$ cat config.mk
export PLATFORM = sky130hd
export DESIGN_NAME = program_loader
export DESIGN_NICKNAME = d
export VERILOG_FILES = /design/src/rtl/program_loader.sv
export SDC_FILE = /design/constraint.sdc
export NUM_CORES = 1
export LEC_CHECK = 0
export CORE_ASPECT_RATIO = 0.7
export CORE_MARGIN = 2
export CORE_UTILIZATION = 45
export DETAILED_ROUTE_END_ITERATION = 12
export PLACE_DENSITY_LB_ADDON = 0.12
export SYNTH_ARGS = -nofsm -noshare
export SYNTH_HDL_FRONTEND = slang
export SYNTH_SLANG_ARGS = --single-unit
$ cat constraint.sdc
create_clock -name clk -period 3.3 [get_ports clk]
set_input_delay 0.66 -clock clk [delete_from_list [all_inputs] [get_ports clk]]
set_output_delay 0.66 -clock clk [all_outputs]
set_load 0.005 [all_outputs]
$ cat src/rtl/program_loader.sv
// program_loader: boot-time instruction-memory writer.
// Receives a framed byte stream (length, 16-bit words, XOR checksum) and
// writes each word into instruction memory while holding the CPU off.
//
// Byte handshake: a byte transfers on a rising clk edge where
// rx_valid & rx_ready are both 1. The sender holds rx_data stable while
// rx_valid is high. rx_ready is a registered decode of the FSM state, so
// holding rx_valid high outside a frame consumes nothing.
module program_loader #(
  parameter int IMEM_DEPTH = 4096,
  parameter int TIMEOUT    = 65535
) (
  input  logic        clk,
  input  logic        reset,
  input  logic        start,
  input  logic        rx_valid,
  input  logic [7:0]  rx_data,
  output logic        rx_ready,
  output logic        imem_we,
  output logic [11:0] imem_addr,
  output logic [15:0] imem_wdata,
  output logic        cpu_hold,
  output logic        busy,
  output logic        done,
  output logic        error,
  output logic [2:0]  dbgState
);

  typedef enum logic [2:0] {
    IDLE    = 3'd0,
    LEN_HI  = 3'd1,
    LEN_LO  = 3'd2,
    DATA_HI = 3'd3,
    DATA_LO = 3'd4,
    CHECK   = 3'd5,
    DONE    = 3'd6,
    ERR     = 3'd7
  } loaderStateT;

  localparam logic [15:0] MAX_LEN      = 16'(IMEM_DEPTH);
  localparam logic [15:0] TIMEOUT_LAST = 16'(TIMEOUT - 1);

  loaderStateT state;
  loaderStateT nextState;

  logic [7:0]  lenHi;
  logic [15:0] wordCount;
  logic [15:0] wordIdx;
  logic [7:0]  hiByte;
  logic [7:0]  chkAcc;
  logic [15:0] idleCount;

  logic        accept;
  logic        inFrame;
  logic        nextInFrame;
  logic        armed;
  logic        writeNow;
  logic        lenOk;
  logic        lastWord;
  logic        timedOut;
  logic [15:0] lenValue;

  assign accept      = rx_valid & rx_ready;
  assign inFrame     = state inside {LEN_HI, LEN_LO, DATA_HI, DATA_LO, CHECK};
  assign nextInFrame = nextState inside {LEN_HI, LEN_LO, DATA_HI, DATA_LO, CHECK};
  assign armed       = start && (state inside {IDLE, DONE, ERR});
  assign writeNow    = accept && (state == DATA_LO);
  assign lenValue    = {lenHi, rx_data};
  assign lenOk       = (lenValue != 16'd0) && (lenValue <= MAX_LEN);
  assign lastWord    = (wordIdx + 16'd1) >= wordCount;
  // An accepted byte in the final idle cycle wins over the timeout.
  assign timedOut    = inFrame && !accept && (idleCount == TIMEOUT_LAST);
  assign dbgState    = state;

  // Next-state decode; start is only honoured outside a frame.
  always_comb begin
    nextState = state;
    if (timedOut) begin
      nextState = ERR;
    end else begin
      case (state)
        IDLE, DONE, ERR: if (start) nextState = LEN_HI;
        LEN_HI:  if (accept) nextState = LEN_LO;
        LEN_LO:  if (accept) nextState = lenOk ? DATA_HI : ERR;
        DATA_HI: if (accept) nextState = DATA_LO;
        DATA_LO: if (accept) nextState = lastWord ? CHECK : DATA_HI;
        CHECK:   if (accept) nextState = (rx_data == chkAcc) ? DONE : ERR;
        default: nextState = IDLE;
      endcase
    end
  end

  // State register and registered outputs derived from the next state.
  always_ff @(posedge clk) begin
    if (reset) begin
      state      <= IDLE;
      rx_ready   <= 1'b0;
      busy       <= 1'b0;
      done       <= 1'b0;
      error      <= 1'b0;
      cpu_hold   <= 1'b1;
      imem_we    <= 1'b0;
      imem_addr  <= 12'd0;
      imem_wdata <= 16'd0;
    end else begin
      state    <= nextState;
      rx_ready <= nextInFrame;
      busy     <= nextInFrame;
      done     <= (nextState == DONE);
      error    <= (nextState == ERR);
      // Only a verified load ever lets the CPU run.
      cpu_hold <= (nextState != DONE);
      imem_we  <= writeNow;
      if (writeNow) begin
        imem_addr  <= wordIdx[11:0];
        imem_wdata <= {hiByte, rx_data};
      end
    end
  end

  // Frame datapath: length capture, word assembly, checksum, idle counter.
  always_ff @(posedge clk) begin
    if (reset) begin
      lenHi     <= 8'd0;
      wordCount <= 16'd0;
      wordIdx   <= 16'd0;
      hiByte    <= 8'd0;
      chkAcc    <= 8'd0;
      idleCount <= 16'd0;
    end else if (armed) begin
      chkAcc    <= 8'd0;
      wordIdx   <= 16'd0;
      idleCount <= 16'd0;
    end else if (inFrame) begin
      if (accept) begin
        idleCount <= 16'd0;
        // The checksum byte itself is compared, never accumulated.
        if (state != CHECK) chkAcc <= chkAcc ^ rx_data;
        case (state)
          LEN_HI:  lenHi     <= rx_data;
          LEN_LO:  wordCount <= lenValue;
          DATA_HI: hiByte    <= rx_data;
          DATA_LO: wordIdx   <= wordIdx + 16'd1;
          default: ;
        endcase
      end else begin
        idleCount <= idleCount + 16'd1;
      end
    end
  end

endmodule
# Word-level counts from Yosys, hierarchy flattened
# Index checks and enable logic that the tools add are counted.
# classes
addsub	2
n_mul	0
n_div	0
magnitude_cmp	2
n_eq_ne	18
n_shift	0
mux	12
bitwise_logic	3
n_reduce_logical	18
# op_table
operator	n
$add A16 B1 Y16 const B	2
$mux W3	9
$eq A3 B3 Y1 const B	8
$pmux W3 S6	1
$eq A16 B16 Y1 const B	1
$ge A16 B16 Y1	1
$le A16 B13 Y1 const B	1
$mux W16	1
$reduce_bool A16 Y1	1
$eq A3 B2 Y1 const B	4
$reduce_and A4 Y1	3
$reduce_bool A5 Y1	2
$eq A8 B8 Y1	1
$xor A8 B8 Y8	1
$eq A3 B1 Y1 const B	2
$ne A3 B3 Y1 const B	2
$reduce_and A3 Y1	2
$logic_and A1 B1 Y1	5
$logic_not A3 Y1	1
$reduce_bool A3 Y1	1
$reduce_or A3 Y1	1
$reduce_or A2 Y1	1
$and A1 B1 Y1	1
$logic_not A1 Y1	1
2 further kinds	2
# totals
reg_bits	108
latchBits	0
ram_bits	0
rom_bits	0
in_bits	12
out_inout_bits	37
elab_cells	69
mem_count	0

# Depth between registers and ports, before layout
# Gate-level depths: netlist of run 1.
# logic_depth
ltp_word	8
mapped_depth	13
depth_no_buf	13

# Worst setup path before layout of run 1
# OpenSTA, ideal clock, no wires.
# synth_path
path_type	register -> register
startpoint	register wordIdx[0]
endpoint	register state[2] (netlist: dbgState[2])
setup_ns	0.128
arrival_ns	2.380
setup_slack_ns	0.793
path_stages_with_launch	14
path_cell_list	dfxtp_1 > ha_1 > and4_1 > nand3_1 > nor2_1 > nand3_1 > xnor2_1 > ha_1 > nand4_1 > a211oi_1 > a32oi_1 > a21oi_1 > nor3_1 > nor2_1
# synth_via
elab_chain_len	6
# synth_rtl
element	line	source
from (decl)	48	logic [15:0] wordIdx;
from (signal assigned)	143	DATA_LO: wordIdx <= wordIdx + 16'd1;
$add A16 B1 Y16	70	assign lastWord = (wordIdx + 16'd1) >= wordCount;
$ge A16 B16 Y1	70	
$mux W3 (2 in series)	86	DATA_LO: if (accept) nextState = lastWord ? CHECK : DATA_HI;
$pmux W3 S6	81	case (state)
$mux W3	78	if (timedOut) begin
to (signal assigned)	106	state <= nextState;
to (decl)	43	loaderStateT state;
# No other way between the ends.
# A chain may end at the register's enable or synchronous reset.

# Final worst setup path of run 1
# Ends and elaborated chain as after synthesis.

==> flow_summary.json, run 1 <==
{
  "syn2layout_area_growth_pct": 16.7,
  "min_path_cells": 2,
  "die_h_um": 92.2,
  "syn_nets": 622,
  "crit_type": "register to register",
  "mostFrequentLayoutCells": "dfxtp_1, nand2_1, nor2_1, clkdlybuf4s50_1, a21oi_1",
  "final_area_sq_um": 5830,
  "worstReg2RegEnd": "dbgState[2]$_SDFF_PP0_",
  "p_comb_share_pct": 5.5,
  "drc": 0,
  "tns_ns": 0,
  "layout-drive-gt1-share_pct": 4.98,
  "worstSetupStartpointType": "register",
  "finalHoldViolCount": 0,
  "finalSetupViolations": 0,
  "maxSlewHeadroom_pct": 51.7,
  "hold_path_startpoint": "imem_addr[6]$_SDFFE_PP0P_",
  "synth_seq_cells": 108,
  "post_drt_via_cell_ratio": 5.01,
  "critPathMaxFanout": 6,
  "clock_latency_ns": 0.35,
  "r2r.worst_path.cells": 13,
  "min_to": "imem_addr[6]$_SDFFE_PP0P_",
  "maxCapViolations": 0,
  "finClkSkew_ns": 0.00632,
  "drtIter0Drc": 249,
  "switching_power_uw": 587,
  "end_kind": "register",
  "setup_slack_ns": 0.464,
  "cts_tree": "built",
  "p_total_mw": 2.59,
  "power_density_nw_per_um2": 444,
  "reg2reg_slack_ns": 0.46,
  "firstDrtPassIters": 5,
  "seq_area_frac_synth_pct": 43.3,
  "grt_antenna_before_repair": 0,
  "grtUsageTotal_pct": 20.3,
  "post-cts-setup-buffers": 0,
  "timing.final.crit_share_pct": 85.9,
  "first_global_vias": 3803,
  "leakage_nw": 2.22,
  "hold_class": "register to register",
  "maxSlewViolCount": 0,
  "multi_input_area_sq_um": 2560,
  "layout_commonest_cell": "dfxtp_1",
  "die_width_um": 130,
  "h-tree-depth": 3,
  "place_area_sq_um": 5520,
  "pwr-share-seq_pct": 51.1,
  "ant_nets": 0,
  "fp.coreArea_sq_um": 10900,
  "critPathRequiredTime_ns": 3.51,
  "worst_pin_slew_ns": 0.725,
  "cts_buffers": 9,
  "row_count": 32,
  "min_period_ns": 2.84,
  "synthCells": 591,
  "grt_pass1_wl_mm": 19.0,
  "initial_core_util_pct": 45.7,
  "yosysWarnings": 0,
  "n_antenna_cell": 0,
  "final-seq-area_sq_um": 2160,
  "ir_drop_v": 0.000293,
  "critical_path_arrival_ns": 3.04,
  "r2r-start": "wordIdx[0]$_SDFFE_PP0P_",
  "clkSlewWorstSetupHoldPaths_ns": 0.07,
  "wl_per_cell_um": 14.6,
  "cts_sinks": 108,
  "syn_avg_cell_area_sq_um": 8.46,
  "dp_hpwl_mm": 7.87,
  "ios": 49,
  "ctsHoldBuffers": 0,
  "place_inst": 759,
  "synth_edf_count": 0,
  "rsz0062_at_grt": "false",
  "preCtsSetupSlack_ns": 0.462,
  "status": "complete, no violations",
  "routed-via-count": 3879,
  "internal-power_mw": 2.00,
  "numPortBuffers": 48,
  "clockBufferDepth": 2,
  "wl_mm": 11.3,
  "fill_cells": 1008,
  "fin_cells": 775,
  "grt_max_degree": 69,
  "synth_top_flop_cell": "dfxtp_1",
  "cts_resized": 0,
  "clkPwrFrac_pct": 43.4,
  "clock.fmax_mhz": 353,
  "root_buffer": "clkbuf_16",
  "die_area_sq_um": 12000,
  "finish.net_count": 648,
  "synth_area_sq_um": 5000,
  "grt-ovfl-total": 0,
  "ys_types": 48,
  "ys_async_sr_fraction_pct": 0,
  "swShare_pct": 22.6,
  "gp_congestion": 0.806
}
[power by group through the flow]
stage	logic, mW	registers [mW]	clock network, mW
6_report	0.142	1.33	1.12
2_1_floorplan	0.104	1.35	0
3_5_place_dp	0.141	1.36	0
4_1_cts	0.142	1.32	1.15
5_1_grt	0.156	1.33	1.20
3_3_place_gp	0.140	1.36	0
[Yosys cell counts (2+ instances only)]
master | number | area, sq um
nor3_1 | 5 | 25.0
clkbuf_2 | 5 | 25.0
inv_1 | 20 | 75.1
nor2_1 | 88 | 330
a21o_1 | 3 | 22.5
xor2_1 | 32 | 280
and3_1 | 5 | 31.3
ha_1 | 19 | 238
nand4_1 | 11 | 68.8
nand3b_1 | 2 | 15.0
a21oi_1 | 43 | 215
a211oi_1 | 2 | 15.0
buf_4 | 4 | 30.0
buf_2 | 12 | 60.1
clkbuf_1 | 16 | 60.1
and2_1 | 6 | 37.5
xnor2_1 | 26 | 228
dfxtp_1 | 108 | 2160
or3_1 | 2 | 12.5
nand3_1 | 19 | 95.1
nor3b_1 | 2 | 15.0
mux2i_1 | 32 | 320
and4_1 | 5 | 43.8
o21ai_0 | 7 | 35.0
nor4_1 | 3 | 18.8
nand2_1 | 91 | 342
buf_6 | 2 | 22.5
[per-layer routing]
layer / routed length (um) / track usage, %
met5: 0 / 0
met4: 95 / 5.02
met3: 537 / 5.08
met2: 4750 / 29.2
met1: 5900 / 30.0
[how the worst max path moves through the flow]
stage	startpoint	end	slack (ns)	depth (start not counted)
finish	wordIdx[0]$_SDFFE_PP0P_	dbgState[2]$_SDFF_PP0_	0.46	13
global route	wordIdx[0]$_SDFFE_PP0P_	dbgState[2]$_SDFF_PP0_	0.26	13
CTS	wordIdx[0]$_SDFFE_PP0P_	dbgState[2]$_SDFF_PP0_	0.45	13
detailed placement	rx_data[0]	cpu_hold$_SDFF_PP1_	0.46	7
global placement	rx_data[0]	cpu_hold$_SDFF_PP1_	0.51	7
floorplan	wordIdx[0]$_SDFFE_PP0P_	dbgState[2]$_SDFF_PP0_	0.79	13
[metrics by stage]
step           hold WS (ns)  util (%)
6_report              0.454      53.4
5_1_grt               0.476      53.4
4_1_cts               0.457      53.4
3_5_place_dp          0.447      50.5
3_3_place_gp          0.444      50.5
2_1_floorplan         0.432         -
[critical path: stages, from the launching register on]
cell	delay [ns]
dfxtp_1	0.43
ha_1	0.25
and4_1	0.27
nand3_1	0.16
nor2_1	0.28
nand3_1	0.14
xnor2_1	0.14
ha_1	0.29
nand4_1	0.12
a211oi_1	0.06
a32oi_1	0.26
a21oi_1	0.10
nor3_1	0.13
nor2_1	0.05
[state kept, by name, summed over array words and instances, names as in the netlist, 3 cells and up]
signal,flops
idleCount,16
imem_wdata,16
wordCount,16
wordIdx,16
imem_addr,12
chkAcc,8
hiByte,8
lenHi,8
dbgState,3
[final cells by class]
cell class | count | share of cell area, %
clock buffer | 12 | 4.40
tap | 153 | 3.28
clock inverter | 4 | 0.965
sequential | 108 | 37.1
timing repair buffer | 55 | 9.05
multi-input combinational | 423 | 43.9
inverter | 20 | 1.29
[cells by family after synthesis]
group           count (synthesis)  share of synthesized area [%]
buf+inv                        60                           5.53
compound gates                 65                           7.48
mux                            32                           6.41
simple gates                  249                           22.4
xor+xnor                       58                           10.2
fa+ha+maj                      19                           4.76
flops                         108                           43.3
No activity file was read; power rests on OpenSTA's default activity.
==> run 2, diff against run 1 <==
Settings changed: SETUP_SLACK_MARGIN set to 0.05.
==> results of run 2 <==
No change in the layout: final DEF, timing and power equal those of run 1.
==> run 3, diff against run 2 <==
==> constraint.sdc (replaced) <==
create_clock -name clk -period 3.3 [get_ports clk]
set_input_delay 0.825 -clock clk [delete_from_list [all_inputs] [get_ports clk]]
set_output_delay 0.825 -clock clk [all_outputs]
set_load 0.005 [all_outputs]
==> run 3 against run 2 <==
Non-clock buffer count grew 5. Die area is the same. First-iteration DRC count grew 11%. Core utilization grew 0.27 points. Sequential share of layout area shrank 0.19 points. Total power shrank 1.3%. Global-route usage grew 0.44 points. Hold slack gained 0.0027 ns. Wire length grew 1.2%. Critical endpoint unchanged. Largest power group unchanged.
==> flow_summary.json, run 3 (synthesis results as in run 1) <==
{
  "status": "complete, no violations",
  "mostFrequentLayoutCells": "dfxtp_1, nand2_1, nor2_1, clkdlybuf4s50_1, a21oi_1",
  "fin_cells": 780,
  "clkSlewWorstSetupHoldPaths_ns": 0.08,
  "wl_mm": 11.4,
  "dp_hpwl_mm": 8.08,
  "path_cells": "ha_1, and4_1, nand3_1, nor2_1, nand3_1, xnor2_1, ha_1, nand4_1, a211oi_1, a32oi_1, a21oi_1, nor3_1, nor2_1",
  "worstReg2RegEnd": "dbgState[2]$_SDFF_PP0_",
  "first_global_vias": 3790,
  "post-cts-setup-buffers": 0,
  "critPathTopFamily": "simple AND/OR/NAND/NOR gates",
  "worstSetupStartpointType": "register",
  "firstDrtPassIters": 5,
  "ir_drop_v": 0.000301,
  "ios": 49,
  "maxSlewHeadroom_pct": 50.3,
  "fp.coreArea_sq_um": 10900,
  "power_density_nw_per_um2": 436,
  "cts_buffers": 9,
  "die_h_um": 92.2,
  "ctsHoldBuffers": 0,
  "routed-via-count": 3968,
  "place_inst": 764,
  "numPortBuffers": 48,
  "crit_type": "register to register",
  "root_buffer": "clkbuf_16",
  "grt-ovfl-total": 0,
  "maxCapViolations": 0,
  "die_width_um": 130,
  "finish.net_count": 653,
  "clock_latency_ns": 0.36,
  "n_antenna_cell": 0,
  "critPathRequiredTime_ns": 3.59,
  "finalHoldViolCount": 0,
  "final_area_sq_um": 5860,
  "r2r.worst_path.cells": 13,
  "die_area_sq_um": 12000,
  "initial_core_util_pct": 45.7,
  "timing.final.crit_share_pct": 86.4,
  "min_to": "imem_addr[2]$_SDFFE_PP0P_",
  "min_path_cells": 2,
  "layout_commonest_cell": "dfxtp_1",
  "critPathMaxFanout": 5,
  "finalSetupViolations": 0,
  "leakage_nw": 2.24,
  "place_area_sq_um": 5560,
  "post_drt_via_cell_ratio": 5.09,
  "row_count": 32,
  "final_core_util_pct": 53.6,
  "layout-drive-gt1-share_pct": 5.90,
  "hold_path_startpoint": "imem_addr[2]$_SDFFE_PP0P_",
  "cts_resized": 0,
  "cts_tree": "built",
  "rsz0062_at_grt": "false",
  "maxSlewViolCount": 0,
  "gp_congestion": 0.805,
  "slowest_delay_ns": 0.41,
  "clock.fmax_mhz": 351,
  "clockBufferDepth": 2,
  "r2r-start": "wordIdx[1]$_SDFFE_PP0P_",
  "cpMaxStageDelayCell": "dfxtp_1",
  "critical_path_arrival_ns": 3.15,
  "worst-path-buf-inv": 0,
  "reg2reg_slack_ns": 0.45,
  "hold_class": "register to register",
  "wl_per_cell_um": 14.6,
  "drtIter0Drc": 277,
  "worst_pin_slew_ns": 0.745,
  "grt_max_degree": 52,
  "tns_ns": 0,
  "ant_nets": 0,
  "end_kind": "register",
  "syn2layout_area_growth_pct": 17.3,
  "cts_sinks": 108,
  "fill_cells": 1001,
  "min_period_ns": 2.85,
  "h-tree-depth": 3,
  "grt_antenna_before_repair": 0,
  "grt_pass1_wl_mm": 19.5,
  "drc": 0,
  "finClkSkew_ns": 0.0104,
  "grtUsageTotal_pct": 20.7
}
==> run 3: cell types whose count changed in the layout (fill, tap and decap cells not counted), moves of 2 or more <==
cell      before  now
clkbuf_8       2    0
buf_4          7   12
clkinv_8       0    2
inv_8          0    2
==> run 3: power by group <==
part / switching [mW] / internal (mW)
sequential: 0.0139 / 1.31
combinational: 0.0838 / 0.0579
clock: 0.551 / 0.539
total: 0.649 / 1.91
==> run 3: worst max path at each step <==
stage,from,end,slack (ns),cells past startpoint
global route,wordIdx[1]$_SDFFE_PP0P_,dbgState[2]$_SDFF_PP0_,0.1,13
finish,wordIdx[1]$_SDFFE_PP0P_,dbgState[2]$_SDFF_PP0_,0.45,13
floorplan,wordIdx[0]$_SDFFE_PP0P_,dbgState[2]$_SDFF_PP0_,0.79,13
CTS,wordIdx[1]$_SDFFE_PP0P_,dbgState[2]$_SDFF_PP0_,0.44,13
global placement,rx_data[0],cpu_hold$_SDFF_PP1_,0.41,7
detailed placement,rx_data[5],cpu_hold$_SDFF_PP1_,0.37,7
==> run 3: worst min-delay path, cell delays in order (launching register included) <==
cell	delay, ns
dfxtp_1	0.32
nand2_1	0.05
a21oi_1	0.05
==> run 3: metrics by stage <==
stage | power [mW] | setup slack, ns | hold WS, ns
CTS | 2.58 | 0.442 | 0.459
finish | 2.56 | 0.449 | 0.457
detailed placement | 1.50 | 0.366 | 0.447
global placement | 1.50 | 0.409 | 0.445
global route | 2.65 | 0.0959 | 0.479
floorplan | 1.45 | 0.793 | 0.432
==> run 3: final cells by class <==
| type | count | area, sq um | area share (%) |
|---|---|---|---|
| inverters | 20 | 75.1 | 1.28 |
| clock buffers | 9 | 225 | 3.84 |
| repair buffers | 60 | 566 | 9.65 |
| multi-input cells | 423 | 2560 | 43.7 |
| clock inverters | 7 | 80.1 | 1.37 |
| flip-flops and latches | 108 | 2160 | 36.9 |
| well taps | 153 | 191 | 3.27 |
==> run 3: routing by layer <==
metal	global-route usage [%]	part of all wire (%)
met5	0	0
met2	29.5	42
met4	5.11	0.93
met1	31.0	53
met3	5.02	4.3
==> RTL edit 1 (settings of run 1) <==
Change the parameter `IMEM_DEPTH` from 4096 to 3072.
--- a/src/rtl/program_loader.sv
+++ b/src/rtl/program_loader.sv
@@ -8,5 +8,5 @@
 // holding rx_valid high outside a frame consumes nothing.
 module program_loader #(
-  parameter int IMEM_DEPTH = 4096,
+  parameter int IMEM_DEPTH = 3072,
   parameter int TIMEOUT    = 65535
 ) (
Formal check against the unedited RTL: not equivalent (a bounded check fails within 4 cycles, from zero or initial values and one cycle with reset high).
==> RTL edit 1 against run 1 <==
Largest power group unchanged; cell area is 4.5% higher; critical path depth fell by 2; routed wire length is 6.7% higher; synthesized area grew 4.7%; worst setup slack worse by 0.22 ns; total power is 0.16% higher; critical path type unchanged; core utilization grew 1.2 points; via count rose by 7.7%; first-iteration DRC count rose by 22%; maximum frequency shrank 7.3%; sequential cell count stayed put; global-route usage grew 0.11 points.
==> RTL edit 1: results (changes against run 1) <==
fin_worst_skew_ns: 0.00977  # was 0.00632 ns
leakage_nw: 2.30  # was 2.22 nW
min_to: "imem_wdata[3]"  # was imem_addr[6]
outcome: "complete, no violations"  # unchanged
cts.clk_slew.worst_paths_ns: 0.07  # about the same
cp_data_arrival_time_ns: 3.25  # was 3.04 ns
place_hpwl_mm: 8.73  # was 7.87 mm
synthTopCellsByArea: "dfxtp_1 (41%), nand2_1 (7.1%), xor2_1 (7.0%), nor2_1 (5.4%), a21oi_1 (4.6%)"  # was dfxtp_1 (43%), nand2_1 (6.8%), nor2_1 (6.6%), mux2i_1 (6.4%), xor2_1 (5.6%)
pre_cts_slack_ns: 0.184  # was 0.462 ns
worstPathMaxFanout: 5  # was 6
ys_top_cells_by_count: "dfxtp_1 (108), nand2_1 (99), nor2_1 (75)"  # was dfxtp_1 (108), nand2_1 (91), nor2_1 (88)
worstMarginPinSlew_ns: 0.687  # was 0.725 ns
dp.cells: 781  # was 759
crit_family: "compound AO/OA/AOI/OAI gates"  # was simple AND/OR/NAND/NOR gates
reg2reg_depth: 11  # was 13
yosysUniqueCellTypes: 61  # was 48
rrSetupSlack_ns: 0.24  # was 0.46 ns
ys_seq_area_share_pct: 41.3  # was 43.3%
syn-mean-instance-area_um2: 8.59  # was 8.46 um^2
gp_congestion: 0.846  # was 0.806
async_flop_share_pct: 0  # unchanged
ir_worst_vdd_v: 0.000250  # was 0.000293 V
clock_latency_ns: 0.35  # about the same
grt_pass1_vias: 3937  # was 3803
drive_above_1_share_pct: 8.39  # was 4.98%
first_iter_violations: 304  # was 249
vias: 4179  # was 3879
fin_nets: 670  # was 648
routed_wl_mm: 12.0  # was 11.3 mm
hp-start: "imem_wdata[3]"  # was imem_addr[6]
synth_nets: 640  # was 622
relSlewSlack_pct: 54.2  # was 51.7%
grt_usage_pct: 20.4  # was 20.3%
fillCellCount: 1010  # was 1008
grt_pass1_wl_mm: 20.1  # was 19.0 mm
RTL edit 1: area by class of cell:
type / instances / area (um^2) / area share, %
Clock inverter: 5 / 66.3 / 1.09
Multi-Input combinational cell: 439 / 2780 / 45.6
Inverter: 18 / 67.6 / 1.11
Clock buffer: 11 / 243 / 3.98
Timing Repair Buffer: 63 / 588 / 9.65
Sequential cell: 108 / 2160 / 35.5
Tap cell: 153 / 191 / 3.14
RTL edit 1: kinds of logic (layout without fill, tap and decap cells):
logic type                 count (synthesis)  after routing  synth area share (%)
AOI/OAI and AO/OA                         78             78                  9.35
xor gates and xnor gates                  57             57                  9.54
adders and majority gates                 19             19                  4.54
buffers and inverters                     62             97                  5.69
DFF                                      108            108                  41.3
muxes                                     24             24                  4.59
and+or+nand+nor                          261            261                  24.9
RTL edit 1: metal layers:
layer / wire [um] / GRT usage [%] / part of all wire [%]
met5: 0 / 0 / 0
met2: 4870 / 29.6 / 40
met3: 684 / 4.69 / 5.7
met4: 153 / 5.20 / 1.3
met1: 6320 / 30.1 / 53
RTL edit 1: report_power, final:
part / total [mW] / internal (mW) / switching [mW]
clock network: 1.11 / 0.619 / 0.493
registers: 1.33 / 1.31 / 0.0134
logic: 0.158 / 0.0592 / 0.0990
total: 2.60 / 1.99 / 0.605
RTL edit 1: repair_timing:
item | 4_1_cts | 5_1_grt
hold buffers | 0 | 0
buffers inserted | 0 | 0
endpoints found under the setup margin | 0 | 2
resized for setup | 0 | 2
RTL edit 1: metrics by stage:
stage	cell area (um^2)	total power, mW	hold slack [ns]
2_1_floorplan	5230	1.46	0.432
3_3_place_gp	5780	1.51	0.445
3_5_place_dp	5780	1.51	0.447
4_1_cts	6090	2.62	0.457
5_1_grt	6100	2.69	0.474
6_report	6100	2.60	0.454
==> RTL edit 2 (config.mk and constraints of run 1) <==
Without the edit above. Make the reset (`reset`) asynchronous in 2 clocked blocks.
--- a/src/rtl/program_loader.sv
+++ b/src/rtl/program_loader.sv
@@ -92,5 +92,5 @@
 
   // State register and registered outputs derived from the next state.
-  always_ff @(posedge clk) begin
+  always_ff @(posedge clk or posedge reset) begin
     if (reset) begin
       state      <= IDLE;
@@ -120,5 +120,5 @@
 
   // Frame datapath: length capture, word assembly, checksum, idle counter.
-  always_ff @(posedge clk) begin
+  always_ff @(posedge clk or posedge reset) begin
     if (reset) begin
       lenHi     <= 8'd0;
Behaviour: differs if reset is asserted again (counterexample within 4 cycles, from zero or initial values and one cycle with reset high); with reset held inactive, the same outputs for 4 cycles.
==> RTL edit 2 against run 1 <==
Routed wire length up 13%; sequential cell count unchanged; synthesized area up 8.4%; first-iteration DRC count up 35%; worst setup slack worse by 0.25 ns; global-route usage up 0.62 points; cell area up 9.6%; critical path type unchanged.
Power is not compared: it rests on default switching activity, and its combinational part moved more than twofold at a synthesized area within 25%.
==> RTL edit 2: results (changes against run 1) <==
fin_nets: 659  # was 648
setup_viol: 0  # unchanged
crit_slowest_cell: "dfrtp_1"  # was dfxtp_1
fillCellCount: 1057  # was 1008
grt_max_degree: 49  # was 69
met3_usage_pct: 4.63  # was 5.08%
grtUsageMet1_pct: 33.2  # was 30.0%
reg2reg_depth: 11  # was 13
antenna_cells: 0  # unchanged
yosysUniqueCellTypes: 55  # was 48
hp-start: "hiByte[2]"  # was imem_addr[6]
syn-mean-instance-area_um2: 9.35  # was 8.46 um^2
worstMarginPinSlew_ns: 0.836  # was 0.725 ns
wl_met3_um: 750  # was 537 um
holdWs_ns: 0.465  # was 0.454 ns
finalPower_mw: 4.76
grt_use_met2_pct: 28.3  # was 29.2%
dp.cells: 774  # was 759
async_flop_share_pct: 100  # was 0%
grt_pass1_vias: 4027  # was 3803
via_per_inst: 5.47  # was 5.01
outcome: "complete, no violations"  # unchanged
min_to: "imem_wdata[10]"  # was imem_addr[6]
gp_congestion: 0.820  # was 0.806
cts_resized: 0  # unchanged
ys_top_cells_by_count: "nand2_1 (133), dfrtp_1 (107), o21ai_0 (66)"  # was dfxtp_1 (108), nand2_1 (91), nor2_1 (88)
worstPathMaxFanout: 8  # was 6
pre_cts_slack_ns: 0.147  # was 0.462 ns
met2_wirelength_mm: 5.18  # was 4.75 mm
slowest_delay_ns: 0.47  # was 0.43 ns
finalNonFillerCells: 790  # was 775
ys_seq_area_share_pct: 49.9  # was 43.3%
postPlaceCellArea_um2: 6100  # was 5520 um^2
fin_worst_skew_ns: 0.00829  # was 0.00632 ns
grt_usage_pct: 20.9  # was 20.3%
endpoint: "dbgState[2]"  # unchanged
crit_family: "compound AO/OA/AOI/OAI gates"  # was simple AND/OR/NAND/NOR gates
wl_met1_mm: 6.76  # was 5.90 mm
worst_slack_ns: 0.215  # was 0.464 ns
cp_data_arrival_time_ns: 3.33  # was 3.04 ns
first_iter_violations: 336  # was 249
synthTopCellsByArea: "dfrtp_1 (49%), nand2_1 (9.2%), o21ai_0 (6.1%), ha_1 (4.4%), mux2_2 (3.7%)"  # was dfxtp_1 (43%), nand2_1 (6.8%), nor2_1 (6.6%), mux2i_1 (6.4%), xor2_1 (5.6%)
synth_flop_cell: "dfrtp_1"  # was dfxtp_1
place_hpwl_mm: 9.25  # was 7.87 mm
reg2reg_from: "wordIdx[2]"  # was wordIdx[0]
grt_pass1_wl_mm: 21.0  # was 19.0 mm
cts_setup_buffers: 0  # unchanged
drive_above_1_share_pct: 11.4  # was 4.98%
## RTL edit 2: cell types whose count changed in the layout (fill, tap and decap cells not counted), sizes merged, moves of 10 or more
cell   change
mux2      +18
nor2      -55
o21ai     +69
xnor2     -11
mux2i     -32
o31ai     +10
xor2      -26
dfxtp    -108
nand2     +43
a21oi     -31
dfrtp    +107
## RTL edit 2: area by class of cell
class	instances	area, um^2	area share [%]
clock inverter	6	55.1	0.861
timing repair buffer	64	613	9.59
sequential	108	2700	42.3
tap	157	196	3.07
multi-input combinational	420	2500	39.1
inverter	25	97.6	1.53
clock buffer	10	229	3.58
## RTL edit 2: kinds of logic after synthesis
logic type / Yosys count / synth area share [%]
multiplexers: 18 / 3.74
adder cells (fa/ha/maj): 19 / 4.39
flip-flops: 108 / 49.9
AND/OR/NAND/NOR: 239 / 20.3
AO/OA/AOI/OAI: 123 / 14.0
buffers and inverters: 51 / 4.18
XOR/XNOR: 21 / 3.53
